--- src/rtl/shift_cmd_ctrl_if.sv ---
// Command / barrel-shifter / result bundle between shift_cmd_ctrl and its neighbours.
// slave = controller view, master = the side that issues commands, evaluates the shifter and consumes results.
interface shift_cmd_ctrl_if;
    logic       cmd_valid;
    logic       cmd_ready;
    logic [7:0] cmd_data;
    logic [2:0] cmd_amt;
    logic       cmd_lr;
    logic       cmd_sweep;
    logic [7:0] sh_a;
    logic [2:0] sh_amt;
    logic       sh_lr;
    logic [7:0] sh_y;
    logic       res_valid;
    logic       res_ready;
    logic [7:0] res_data;
    logic       res_last;

    modport slave (
        input  cmd_valid, cmd_data, cmd_amt, cmd_lr, cmd_sweep, sh_y, res_ready,
        output cmd_ready, sh_a, sh_amt, sh_lr, res_valid, res_data, res_last
    );

    modport master (
        output cmd_valid, cmd_data, cmd_amt, cmd_lr, cmd_sweep, sh_y, res_ready,
        input  cmd_ready, sh_a, sh_amt, sh_lr, res_valid, res_data, res_last
    );
endinterface

--- src/rtl/shift_cmd_ctrl.sv ---
// Sequences commands through an external combinational barrel shifter, waits for it to settle, returns results.
// Optional amount sweep (cmd_amt..7, one result per step) is compiled in with SHIFT_CMD_CTRL_SWEEP_EN.
module shift_cmd_ctrl #(
    parameter int unsigned SETTLE_CYCLES = 1
) (
    input  logic            clk,
    input  logic            reset,
    shift_cmd_ctrl_if.slave bus
);

    typedef enum logic [1:0] {IDLE, SETTLE, OUT} state_t;

    localparam logic [3:0] SETTLE_LD = 4'(SETTLE_CYCLES);

    state_t     state_q, state_d;
    logic [7:0] sh_a_q, sh_a_d;
    logic [2:0] sh_amt_q, sh_amt_d;
    logic       sh_lr_q, sh_lr_d;
    logic [3:0] cnt_q, cnt_d;
    logic [7:0] res_data_q, res_data_d;
    logic       res_valid_q, res_valid_d;
    logic       last_w;

`ifdef SHIFT_CMD_CTRL_SWEEP_EN
    logic sweep_q, sweep_d;
    assign last_w = !sweep_q || (sh_amt_q == 3'd7);
`else
    logic unused_sweep;
    assign unused_sweep = bus.cmd_sweep;
    assign last_w       = 1'b1;
`endif

    always_ff @(posedge clk or posedge reset) begin
        if (reset) begin
            state_q     <= IDLE;
            sh_a_q      <= '0;
            sh_amt_q    <= '0;
            sh_lr_q     <= 1'b0;
            cnt_q       <= '0;
            res_data_q  <= '0;
            res_valid_q <= 1'b0;
        end else begin
            state_q     <= state_d;
            sh_a_q      <= sh_a_d;
            sh_amt_q    <= sh_amt_d;
            sh_lr_q     <= sh_lr_d;
            cnt_q       <= cnt_d;
            res_data_q  <= res_data_d;
            res_valid_q <= res_valid_d;
        end
    end

`ifdef SHIFT_CMD_CTRL_SWEEP_EN
    always_ff @(posedge clk or posedge reset) begin
        if (reset) sweep_q <= 1'b0;
        else       sweep_q <= sweep_d;
    end
`endif

    always_comb begin
        state_d     = state_q;
        sh_a_d      = sh_a_q;
        sh_amt_d    = sh_amt_q;
        sh_lr_d     = sh_lr_q;
        cnt_d       = cnt_q;
        res_data_d  = res_data_q;
        res_valid_d = res_valid_q;
`ifdef SHIFT_CMD_CTRL_SWEEP_EN
        sweep_d     = sweep_q;
`endif
        case (state_q)
            IDLE: begin
                if (bus.cmd_valid) begin
                    sh_a_d   = bus.cmd_data;
                    sh_amt_d = bus.cmd_amt;
                    sh_lr_d  = bus.cmd_lr;
`ifdef SHIFT_CMD_CTRL_SWEEP_EN
                    sweep_d  = bus.cmd_sweep;
`endif
                    cnt_d    = SETTLE_LD;
                    state_d  = SETTLE;
                end
            end
            SETTLE: begin
                // Counter runs down through the settle window; sh_y is taken once it has expired,
                // giving SETTLE_CYCLES+1 edges from load to res_valid.
                if (cnt_q == 4'd0) begin
                    res_data_d  = bus.sh_y;
                    res_valid_d = 1'b1;
                    state_d     = OUT;
                end else begin
                    cnt_d = cnt_q - 4'd1;
                end
            end
            OUT: begin
                if (bus.res_ready) begin
                    res_valid_d = 1'b0;
                    if (last_w) begin
                        state_d = IDLE;
                    end else begin
                        sh_amt_d = sh_amt_q + 3'd1;
                        cnt_d    = SETTLE_LD;
                        state_d  = SETTLE;
                    end
                end
            end
            default: state_d = IDLE;
        endcase
    end

    assign bus.cmd_ready = (state_q == IDLE);
    assign bus.sh_a      = sh_a_q;
    assign bus.sh_amt    = sh_amt_q;
    assign bus.sh_lr     = sh_lr_q;
    assign bus.res_valid = res_valid_q;
    assign bus.res_data  = res_data_q;
    assign bus.res_last  = (state_q == OUT) && last_w;

endmodule

--- src/flat_wrapper.sv ---
// flat-port wrapper written by rule: the top's interface ports become plain ports
module shift_cmd_ctrl_flat 
#(
    parameter int unsigned SETTLE_CYCLES = 1
)
  (clk, reset, bus_cmd_valid, bus_cmd_data, bus_cmd_amt, bus_cmd_lr, bus_cmd_sweep, bus_sh_y, bus_res_ready, bus_cmd_ready, bus_sh_a, bus_sh_amt, bus_sh_lr, bus_res_valid, bus_res_data, bus_res_last);
  shift_cmd_ctrl_if bus_i ();
  input  logic clk;
  input  logic reset;
  input wire logic [$bits(bus_i.cmd_valid)-1:0] bus_cmd_valid;
  input wire logic [$bits(bus_i.cmd_data)-1:0] bus_cmd_data;
  input wire logic [$bits(bus_i.cmd_amt)-1:0] bus_cmd_amt;
  input wire logic [$bits(bus_i.cmd_lr)-1:0] bus_cmd_lr;
  input wire logic [$bits(bus_i.cmd_sweep)-1:0] bus_cmd_sweep;
  input wire logic [$bits(bus_i.sh_y)-1:0] bus_sh_y;
  input wire logic [$bits(bus_i.res_ready)-1:0] bus_res_ready;
  output wire logic [$bits(bus_i.cmd_ready)-1:0] bus_cmd_ready;
  output wire logic [$bits(bus_i.sh_a)-1:0] bus_sh_a;
  output wire logic [$bits(bus_i.sh_amt)-1:0] bus_sh_amt;
  output wire logic [$bits(bus_i.sh_lr)-1:0] bus_sh_lr;
  output wire logic [$bits(bus_i.res_valid)-1:0] bus_res_valid;
  output wire logic [$bits(bus_i.res_data)-1:0] bus_res_data;
  output wire logic [$bits(bus_i.res_last)-1:0] bus_res_last;
  assign bus_i.cmd_valid = bus_cmd_valid;
  assign bus_i.cmd_data = bus_cmd_data;
  assign bus_i.cmd_amt = bus_cmd_amt;
  assign bus_i.cmd_lr = bus_cmd_lr;
  assign bus_i.cmd_sweep = bus_cmd_sweep;
  assign bus_i.sh_y = bus_sh_y;
  assign bus_i.res_ready = bus_res_ready;
  assign bus_cmd_ready = bus_i.cmd_ready;
  assign bus_sh_a = bus_i.sh_a;
  assign bus_sh_amt = bus_i.sh_amt;
  assign bus_sh_lr = bus_i.sh_lr;
  assign bus_res_valid = bus_i.res_valid;
  assign bus_res_data = bus_i.res_data;
  assign bus_res_last = bus_i.res_last;
  shift_cmd_ctrl #(.SETTLE_CYCLES(SETTLE_CYCLES)) u_core (.clk(clk), .reset(reset), .bus(bus_i));
endmodule
--- config.mk ---
export PLATFORM = sky130hd
export DESIGN_NAME = shift_cmd_ctrl_flat
export DESIGN_NICKNAME = d
export VERILOG_FILES = /design/src/rtl/shift_cmd_ctrl_if.sv /design/src/rtl/shift_cmd_ctrl.sv /design/src/flat_wrapper.sv
export SDC_FILE = /design/constraint.sdc
export NUM_CORES = 1
export LEC_CHECK = 0
export ABC_CLOCK_PERIOD_IN_PS = 3000
export BUFFER_PORTS_ARGS = -buffer_cell sky130_fd_sc_hd__buf_2
export CAP_MARGIN = 20
export CELL_PAD_IN_SITES_DETAIL_PLACEMENT = 1
export CELL_PAD_IN_SITES_GLOBAL_PLACEMENT = 2
export CORE_ASPECT_RATIO = 0.75
export CORE_MARGIN = 10
export CORE_UTILIZATION = 32
export DETAILED_ROUTE_END_ITERATION = 10
export PLACE_DENSITY = 0.88
export SETUP_SLACK_MARGIN = 0.3
export SLEW_MARGIN = 30
export SYNTH_ARGS = -nofsm -noshare
export SYNTH_HDL_FRONTEND = slang
export SYNTH_SLANG_ARGS = --single-unit
export TNS_END_PERCENT = 30
--- constraint.sdc ---
create_clock -name clk -period 3 [get_ports clk]
set_input_delay 0.45 -clock clk [delete_from_list [all_inputs] [get_ports clk]]
set_output_delay 0.45 -clock clk [all_outputs]
set_load 0.01 [all_outputs]
==> results.py <==
metrics = {
    "global_routing": {
        "use_met3_pct": 4.62,
        "grt_pass1_wl_mm": 4.68,
        "grt.overflow.total": 0,
        "grt-busiest-layer": "met2",
        "grtUsageTotal_pct": 8.83,
        "grt_max_degree": 28,
        "use_met2_pct": 15.9,
        "antenna_found_initial": 0,
        "grt_pass1_vias": 954,
        "met1_usage_pct": 8.44,
    },
    "setup_path": {
        "start_kind": "flip-flop",
        "timing.rr.end": "u_core.bus.sh_a[1]",
        "startpoint": "u_core.state_q[0]",
        "arrival_ps": 1310,
        "r2r_setup_slack_ps": 1300,
        "required_ps": 2550,
        "critPathCaptureType": "output port",
        "endpoint": "bus_res_last",
        "path_class": "flip-flop to output port",
        "r2r_start": "u_core.state_q[0]",
        "r2r_cells": 2,
        "path_max_fanout": 11,
    },
    "status": {
        "outcome": "complete, no violations",
    },
    "hold_path": {
        "hold_path.class": "input pin to async pin",
    },
    "clock_network": {
        "numCtsBuffers": 3,
        "cts_buffer_depth": 2,
        "ctsHoldBuffers": 0,
        "ctsResizeCount": 0,
        "cts-htree-levels": 1,
        "post_cts_buffers": 0,
        "cts_tree": "yes",
        "clk-insertion-delay-late_ps": 270,
        "clk_pin_slew_ps": 90,
        "cts-root-buf": "clkbuf_8",
        "clock_sinks": 27,
    },
    "cells_and_area": {
        "n_antenna_cell": 0,
        "nNetsFinal": 159,
        "fin_cells": 181,
        "final_common_cell": "buf_2",
        "postLayoutCellArea_um2": 1490,
        "final_layout_size_suffix_gt1_share_pct": 58.0,
        "final_cell_mix": "46 x buf_2, 27 x dfrtp_1, 20 x mux2_2, 5 x inv_1, 4 x nand2_1",
        "area_growth_pct": 26.5,
    },
    "timing": {
        "slew_headroom_pct": 55.1,
        "rsz0062_at_grt": "false",
        "timing.fmax_mhz": 567,
        "tightest_slew_ps": 672,
        "skew_ps": 2.28,
        "final_hold_viol_count": 0,
        "period_share_pct": 58.8,
        "fin_setup_tns_ps": 0,
        "setup_viol": 0,
        "min_period_ps": 1760,
        "slew_viol_final": 0,
    },
    "yosys": {
        "yosysUniqueCellTypes": 24,
        "yosysWarningCount": 0,
        "syn_avg_cell_area_um2": 14.0,
        "synthesis.nets": 111,
        "synthesis.area_um2": 1170,
        "synthCells": 84,
        "ys_seq_area_share_pct": 57.6,
        "ys_seq_elements": 27,
    },
    "routing": {
        "drt_iter0_markers": 35,
        "totalWireLength_mm": 2.78,
        "drtAntennaViolNets": 0,
        "wl_per_cell_um": 15.4,
        "drc": 0,
        "routed_via_density": 4.53,
        "first_pass_iters": 4,
        "vias": 820,
    },
    "floorplan": {
        "dieHeight_um": 72.4,
        "core_um2": 3400,
        "num_io_pins": 48,
        "start_util_pct": 34.5,
        "die_x_um": 89.9,
        "core.rowCount": 18,
        "dieArea_um2": 6510,
    },
    "flow_run": {
        "drv_cap": 0,
    },
    "placement": {
        "gp_congestion": 0.761,
        "port_buffers": 46,
        "dp_hpwl_mm": 2.23,
        "dpl-instance-area_um2": 1440,
        "place_inst": 177,
    },
    "pwr": {
        "powerDensity_nw_per_um2": 1080,
        "p_leak_nw": 0.712,
        "peakVddDrop_mv": 0.446,
    },
}
## synth_stat cells, drive strengths merged
cell type   n  area, µm²
o21ai       2       10.0
mux2       20        225
nand3       2       10.0
nor3b       3       33.8
o21bai      1       7.51
or2         1       6.26
mux2i       1       10.0
nand4       1       21.3
nand4b      1       8.76
and3b       1       10.0
buf         3       30.0
nor3        2       10.0
or4b        1       10.0
nand2       4       15.0
o211ai      1       7.51
inv         6       22.5
dfrtp      27        676
or2b        1       7.51
nor2        3       18.8
ha          2       25.0
a31o        1       8.76
## layer usage
| layer | share of wire [%] | routed length, µm |
|---|---|---|
| met2 | 50 | 1380 |
| met5 | 0 | 0 |
| met4 | 1.2 | 34 |
| met3 | 11 | 305 |
| met1 | 38 | 1060 |
## power breakdown
part,internal [mW],switching [mW]
Clock,0.0942,0.113
Sequential,0.546,0.136
Combinational,0.370,0.350
## through the flow
step | setup WS, ps | utilization [%] | power (mW) | hold WS [ps]
floorplan | 1550 | - | 1.17 | 473
global placement | 1320 | 42.2 | 1.38 | 484
detailed placement | 1280 | 42.2 | 1.43 | 491
CTS | 1220 | 43.7 | 1.64 | 234
global route | 1150 | 43.7 | 1.75 | 249
finish | 1240 | 43.7 | 1.61 | 214
## how the worst min path moves through the flow
stage	depth (start not counted)	end	from	slack, ps
after floorplan	1	u_core.cnt_q[0]	u_core.cnt_q[0]	470
final	2	u_core.bus.res_data[4]	reset	210
after global routing	2	u_core.bus.res_data[4]	reset	250
after CTS	2	u_core.bus.res_data[4]	reset	230
after detailed placement	1	u_core.bus.sh_a[6]	u_core.bus.sh_a[6]	490
after global placement	1	u_core.bus.res_data[1]	u_core.bus.res_data[1]	480
## area by class of cell
cell class | count | area (µm²)
clock buffer | 3 | 41.3
clock inverter | 1 | 7.51
fill | 377 | 1920
inverter | 6 | 22.5
multi-input combinational | 48 | 445
sequential | 27 | 676
tap | 50 | 62.6
timing repair buffer | 46 | 230
## critical path, cell delays in order, from the launching register on
cell     delay [ps]
dfrtp_1         540
or2b_1          310
inv_1            60
buf_2           130
## registers in the layout, indices dropped and copies added, names as in the netlist
register	count
u_core.bus.res_data	8
u_core.cnt_q	4
u_core.bus.res_valid	1
u_core.bus.sh_amt	3
u_core.bus.sh_lr	1
u_core.bus.sh_a	8
u_core.state_q	2
## logic make-up after synthesis
logic type      count (synthesis)  share of synthesized area [%]
buf+inv                         9                           4.48
compound gates                  5                           2.88
flops                          27                           57.6
simple gates                   20                           12.9
mux                            21                           20.0
fa+ha+maj                       2                           2.13
(Power assumes the default switching activity.)
